## config.mk

```make
export PLATFORM = sky130hd
export DESIGN_NAME = dec_gray2bin_pipe
export DESIGN_NICKNAME = d
export VERILOG_FILES = /design/src/rtl/dec_gray2bin_pipe.sv
export SDC_FILE = /design/constraint.sdc
export NUM_CORES = 1
export LEC_CHECK = 0
export CORE_MARGIN = 1
export CORE_UTILIZATION = 50
export DETAILED_ROUTE_END_ITERATION = 12
export PLACE_DENSITY = 0.74
export SYNTH_ARGS = -nofsm -noshare
export SYNTH_HDL_FRONTEND = slang
export SYNTH_SLANG_ARGS = --single-unit
```

## constraint.sdc

```tcl
create_clock -name clk -period 2.21 [get_ports clk]
set_input_delay 0.442 -clock clk [delete_from_list [all_inputs] [get_ports clk]]
set_output_delay 0.442 -clock clk [all_outputs]
set_load 0.05 [all_outputs]
```

## src/rtl/dec_gray2bin_pipe.sv

```systemverilog
// Pipelined Gray-to-binary decoder with valid/ready flow control and an
// optional step checker that flags illegal jumps in a decoded counter stream.
module dec_gray2bin_pipe #(
  parameter int WIDTH      = 10,
  parameter int STAGES     = 3,
  parameter bit CHECK_STEP = 1'b1
) (
  input  logic             clk,
  input  logic             rst,
  input  logic             in_valid,
  output logic             in_ready,
  input  logic [WIDTH-1:0] in_gray,
  output logic             out_valid,
  input  logic             out_ready,
  output logic [WIDTH-1:0] out_bin,
  output logic             out_step_err,
  output logic             err_sticky,
  input  logic             clr_err
);

  localparam int B = (WIDTH + STAGES - 1) / STAGES;

  // Resolve the binary bits owned by stage s (0-based), MSB-first. Bits above
  // the slice come from the upstream stage and seed the XOR carry.
  function automatic logic [WIDTH-1:0] resolve(input logic [WIDTH-1:0] g,
                                                input logic [WIDTH-1:0] b,
                                                input int               s);
    logic [WIDTH-1:0] r;
    logic             c;
    int               hi;
    int               lo;
    r  = b;
    c  = 1'b0;
    hi = WIDTH - 1 - s * B;
    lo = WIDTH - (s + 1) * B;
    if (lo < 0) lo = 0;
    for (int j = WIDTH - 1; j >= 0; j--) begin
      if (j > hi) begin
        c = b[j];
      end else if (j >= lo) begin
        r[j] = c ^ g[j];
        c    = r[j];
      end
    end
    return r;
  endfunction

  logic [STAGES-1:0] vld_q;
  logic [STAGES-1:0] vld_d;
  logic [STAGES-1:0] vld_up;
  logic [STAGES-1:0] rdy;
  logic [WIDTH-1:0]  gray_q  [STAGES];
  logic [WIDTH-1:0]  gray_d  [STAGES];
  logic [WIDTH-1:0]  gray_up [STAGES];
  logic [WIDTH-1:0]  bin_q   [STAGES];
  logic [WIDTH-1:0]  bin_d   [STAGES];
  logic [WIDTH-1:0]  bin_up  [STAGES];

  // Ready chain unrolled from the output side so each term depends only on
  // registered valids and out_ready.
  always_comb begin
    logic acc;
    acc = out_ready;
    rdy = '0;
    for (int s = STAGES - 1; s >= 0; s--) begin
      acc    = !vld_q[s] || acc;
      rdy[s] = acc;
    end
  end

  always_comb begin
    vld_up     = '0;
    vld_up[0]  = in_valid;
    gray_up[0] = in_gray;
    bin_up[0]  = '0;
    for (int s = 1; s < STAGES; s++) begin
      vld_up[s]  = vld_q[s-1];
      gray_up[s] = gray_q[s-1];
      bin_up[s]  = bin_q[s-1];
    end
  end

  always_comb begin
    vld_d  = vld_q;
    gray_d = gray_q;
    bin_d  = bin_q;
    for (int s = 0; s < STAGES; s++) begin
      if (rdy[s]) vld_d[s] = vld_up[s];
      if (rdy[s] && vld_up[s]) begin
        gray_d[s] = gray_up[s];
        bin_d[s]  = resolve(gray_up[s], bin_up[s], s);
      end
    end
  end

  always_ff @(posedge clk) begin
    if (rst) begin
      vld_q <= '0;
      for (int s = 0; s < STAGES; s++) begin
        gray_q[s] <= '0;
        bin_q[s]  <= '0;
      end
    end else begin
      vld_q <= vld_d;
      for (int s = 0; s < STAGES; s++) begin
        gray_q[s] <= gray_d[s];
        bin_q[s]  <= bin_d[s];
      end
    end
  end

  assign in_ready  = rdy[0];
  assign out_valid = vld_q[STAGES-1];
  assign out_bin   = bin_q[STAGES-1];

  if (CHECK_STEP) begin : g_chk
    logic             hs;
    logic             step_err;
    logic [WIDTH-1:0] prev_inc;
    logic [WIDTH-1:0] prev_bin_q;
    logic [WIDTH-1:0] prev_bin_d;
    logic             prev_vld_q;
    logic             prev_vld_d;
    logic             sticky_q;
    logic             sticky_d;

    assign hs = out_valid && out_ready;

    // A repeat or a +1 (with wrap) is a legal Gray-counter step.
    always_comb begin
      prev_inc   = prev_bin_q + 1'b1;
      step_err   = prev_vld_q && out_valid &&
                   (out_bin != prev_bin_q) && (out_bin != prev_inc);
      prev_bin_d = hs ? out_bin : prev_bin_q;
      prev_vld_d = prev_vld_q || hs;
      sticky_d   = sticky_q;
      if (clr_err)        sticky_d = 1'b0;
      if (hs && step_err) sticky_d = 1'b1;
    end

    always_ff @(posedge clk) begin
      if (rst) begin
        prev_bin_q <= '0;
        prev_vld_q <= 1'b0;
        sticky_q   <= 1'b0;
      end else begin
        prev_bin_q <= prev_bin_d;
        prev_vld_q <= prev_vld_d;
        sticky_q   <= sticky_d;
      end
    end

    assign out_step_err = step_err;
    assign err_sticky   = sticky_q;
  end else begin : g_nochk
    assign out_step_err = 1'b0;
    assign err_sticky   = 1'b0;
  end

endmodule

```

==> flow_summary.ini <==
[power]
pwr-share-comb_pct = 9.7
swShare_pct = 23.18
p_leak_nw = 1.064
power.switching_w = 0.0003776
p_total_w = 0.001629
p_int_w = 0.001251
peakVddDrop_mv = 0.4445
seq_power_share_pct = 52.6
powerDensity_nw_per_um2 = 630.0
clkPwrFrac_pct = 37.7

[placed_design]
dp.final_hpwl_microns = 2911
dpl_cell_area_sq_um = 2416
gp_congestion = 0.8232
place.port_buffers = 28

[clock_tree]
clk_pin_slew_ps = 80
cts_buffer_depth = 2
htree_levels = 2
cts_tree = built
postCtsHoldBufs = 0
clk_root_buffer_cell = clkbuf_8
clk_latency_ps = 300
cts_buffers = 5
clock_sinks = 45

[status]
status = complete, but fails checks
violations = negative setup slack

[synth]
seq_area_frac_synth_pct = 43.27
netlist_area_sq_um = 2082
synth-xor-area-share_pct = 10.46
synth_compound_area_share_pct = 11.72
synth_fa_ha_area_share_pct = 0.6010
synth-simple-area-share_pct = 23.74
synth.area.mux_share_pct = 4.327
netlist_instances = 255
synth_cell_types = 34
syn-num-nets = 271
synth_warnings = 0
synth_top_family_by_area = simple AND/OR/NAND/NOR gates
synth_area_per_cell_sq_um = 8.165
ys_seq_elements = 45

[setup_path]
worstPathArrival_ps = 1890
rr_endpoint = err_sticky
crit_chain = ha_4, a21o_1, a211o_1, o211ai_2, a22oi_2, nor4_4, nor2_2, buf_6
rr_worst_depth = 8
crit_type = reg2out
rrSetupSlack_ps = 500
critPathBufInv = 1
crit_cells = 8
setup.worst_path.end_class = output pin
r2r_start = g_chk.prev_bin_q[1]
path_delay_family = compound AO/OA/AOI/OAI gates
worstPathMaxFanout = 3
cp.required_ps = 1770
crit_slowest_cell = dfxtp_2
cpPeakStageDelay_ps = 340
worstSetupStartpointType = flop

[sta]
fmaxAchievable_ghz = 0.4296
drv_slew = 0
layout_setup_ws_ps = -117.8
min_period_over_period_pct = 105.3
finalSetupViolations = 1
tightest_slew_ps = 509.1
rsz0062_at_grt = true
fin_worst_skew_ps = 6.068
finalHoldWorstSlack_ps = 453.9
finalHoldViolCount = 0
slew_headroom_pct = 65.96
tns_ps = -117.8
min_period_ps = 2328

[finish]
antennaDiodeCount = 0
final_nets = 297
drive_gt1_share_pct = 12.41
syn2layout_area_growth_pct = 24.16
final_cell_area_sq_um = 2585
n_fill_cell = 346

[die]
start_util_pct = 52.05
die_x_microns = 66.53
core_area_sq_um = 4000
die_area_sq_um = 4426
dieHeight_microns = 66.53
rows = 23
io_pins = 29

[hold_path]
min-delay-start = err_sticky
hold_depth = 2
hp-class = reg2reg
holdPathEnd = err_sticky

[detailed_routing]
vias = 1713
drtIter0Drc = 64
drcViolationCount = 0
drt-total-wl_microns = 4042
routed_via_density = 5.160
drt_pass1_iterations = 4
ant_nets = 0
wl_per_cell_microns = 12.17

[global_route]
grt_pass1_wl_microns = 6789
grt_max_degree = 47
grt_use_total_pct = 20.77
antenna_found_initial = 0
first_global_vias = 1558
overflow = 0

[job]
max-cap-violations = 0
==> synth_stat cells (all sizes together) <==
master  instances  area share, %
nand2          50            9.0
dfxtp          45             43
a21oi          32            7.7
nor2           31            5.6
xor2           17            7.5
buf            13            4.3
nand3          13            3.1
mux2i           9            4.3
xnor2           7            2.9
clkbuf          6            1.1
inv             3           0.54
nand4           3           0.90
nor2b           3           0.90
nor4            3            1.2
a31oi           2           0.60
and2            2           0.60
nand2b          2           0.60
o211ai          2           0.96
o31ai           2           0.72
a211o           1           0.42
a211oi          1           0.36
a21o            1           0.36
a22oi           1           0.60
and3            1           0.36
and3b           1           0.42
and4            1           0.42
ha              1           0.60
nor3            1           0.24
nor3b           1           0.36
==> area by class of cell <==
| type | instances | area [sq um] | area share, % |
|---|---|---|---|
| Multi-Input combinational cell | 188 | 1109 | 42.88 |
| Sequential cell | 45 | 908.4 | 35.14 |
| Clock buffer | 6 | 72.57 | 2.807 |
| Inverter | 3 | 11.26 | 0.4356 |
| Clock inverter | 2 | 38.79 | 1.500 |
| Timing Repair Buffer | 38 | 382.9 | 14.81 |
| Tap cell | 50 | 62.56 | 2.420 |
==> power by group through the flow <==
stage | Sequential [W] | Combinational (W) | Clock [W]
2_1_floorplan | 0.000871 | 0.000105 | 0
3_3_place_gp | 0.000874 | 0.000155 | 0
3_5_place_dp | 0.000875 | 0.000157 | 0
4_1_cts | 0.000856 | 0.000158 | 0.000634
5_1_grt | 0.000860 | 0.000177 | 0.000669
6_report | 0.000856 | 0.000157 | 0.000615
==> flip-flops by register name (all words and copies together), names as in the netlist <==
register / flops
g_chk.prev_bin_q: 10
bin_q: 12
vld_q: 3
gray_q: 8
err_sticky: 1
out_bin: 10
g_chk.prev_vld_q: 1
==> tightest hold or removal path: stages, from the launching register on <==
cell and delay [ps]:
dfxtp_1 310, nand2_1 50, o31ai_1 50
==> cells by family (layout without fill, tap and decap cells) <==
| logic type | after synthesis | after routing |
|---|---|---|
| AOI/OAI and AO/OA | 42 | 42 |
| DFF | 45 | 45 |
| muxes | 9 | 9 |
| and+or+nand+nor | 112 | 112 |
| xor gates and xnor gates | 24 | 24 |
| buffers and inverters | 22 | 49 |
| adders and majority gates | 1 | 1 |
==> how the worst max path moves through the flow <==
stage | slack, ps | from | to
2_1_floorplan | 60 | g_chk.prev_bin_q[0] | out_step_err
3_3_place_gp | 100 | g_chk.prev_bin_q[0] | out_step_err
3_5_place_dp | 40 | g_chk.prev_bin_q[0] | out_step_err
4_1_cts | -160 | g_chk.prev_bin_q[1] | out_step_err
5_1_grt | -220 | g_chk.prev_bin_q[1] | out_step_err
6_report | -120 | g_chk.prev_bin_q[1] | out_step_err
==> per-stage QoR <==
step | utilization (%) | cells | setup WS (ps)
floorplan | - | 255 | 63.25
global placement | 60.40 | 324 | 97.71
detailed placement | 60.40 | 324 | 36.17
CTS | 63.87 | 332 | -161.7
global route | 64.62 | 332 | -215.7
finish | 64.62 | 332 | -117.8
==> layout by cell type, fill, tap and decap left out, types with 2 or more instances in the layout <==
| master | Yosys | final |
|---|---|---|
| a21oi_1 | 32 | 32 |
| a31oi_1 | 2 | 2 |
| and2_1 | 2 | 2 |
| buf_12 | 0 | 2 |
| buf_4 | 10 | 8 |
| buf_6 | 0 | 2 |
| clkbuf_8 | 0 | 5 |
| clkdlybuf4s50_1 | 0 | 26 |
| dfxtp_1 | 45 | 39 |
| dfxtp_2 | 0 | 6 |
| inv_1 | 3 | 3 |
| mux2i_1 | 9 | 9 |
| nand2_1 | 50 | 50 |
| nand2b_1 | 2 | 2 |
| nand3_1 | 13 | 12 |
| nand4_1 | 3 | 3 |
| nor2_1 | 31 | 30 |
| nor2b_1 | 3 | 3 |
| nor4_1 | 2 | 2 |
| o31ai_1 | 2 | 2 |
| xnor2_1 | 7 | 7 |
| xor2_1 | 16 | 15 |
==> timing repair <==
action / in CTS / in global routing
endpoints found under the setup margin: 1 / 1
gates resized for setup: 10 / 5
gates cloned: 0 / 0
pin swaps: 3 / 1
buffers inserted: 0 / 0
==> metal layers <==
layer	vias to the layer above	wire, microns	track usage (%)	part of all wire [%]
met1	774	1831	23.88	45
li1	895	-	-	-
met4	0	65	7.979	1.6
met5	-	0	0	0
met3	6	164	5.993	4.1
met2	38	1981	36.10	49
No activity file was read; power rests on OpenSTA's default activity.
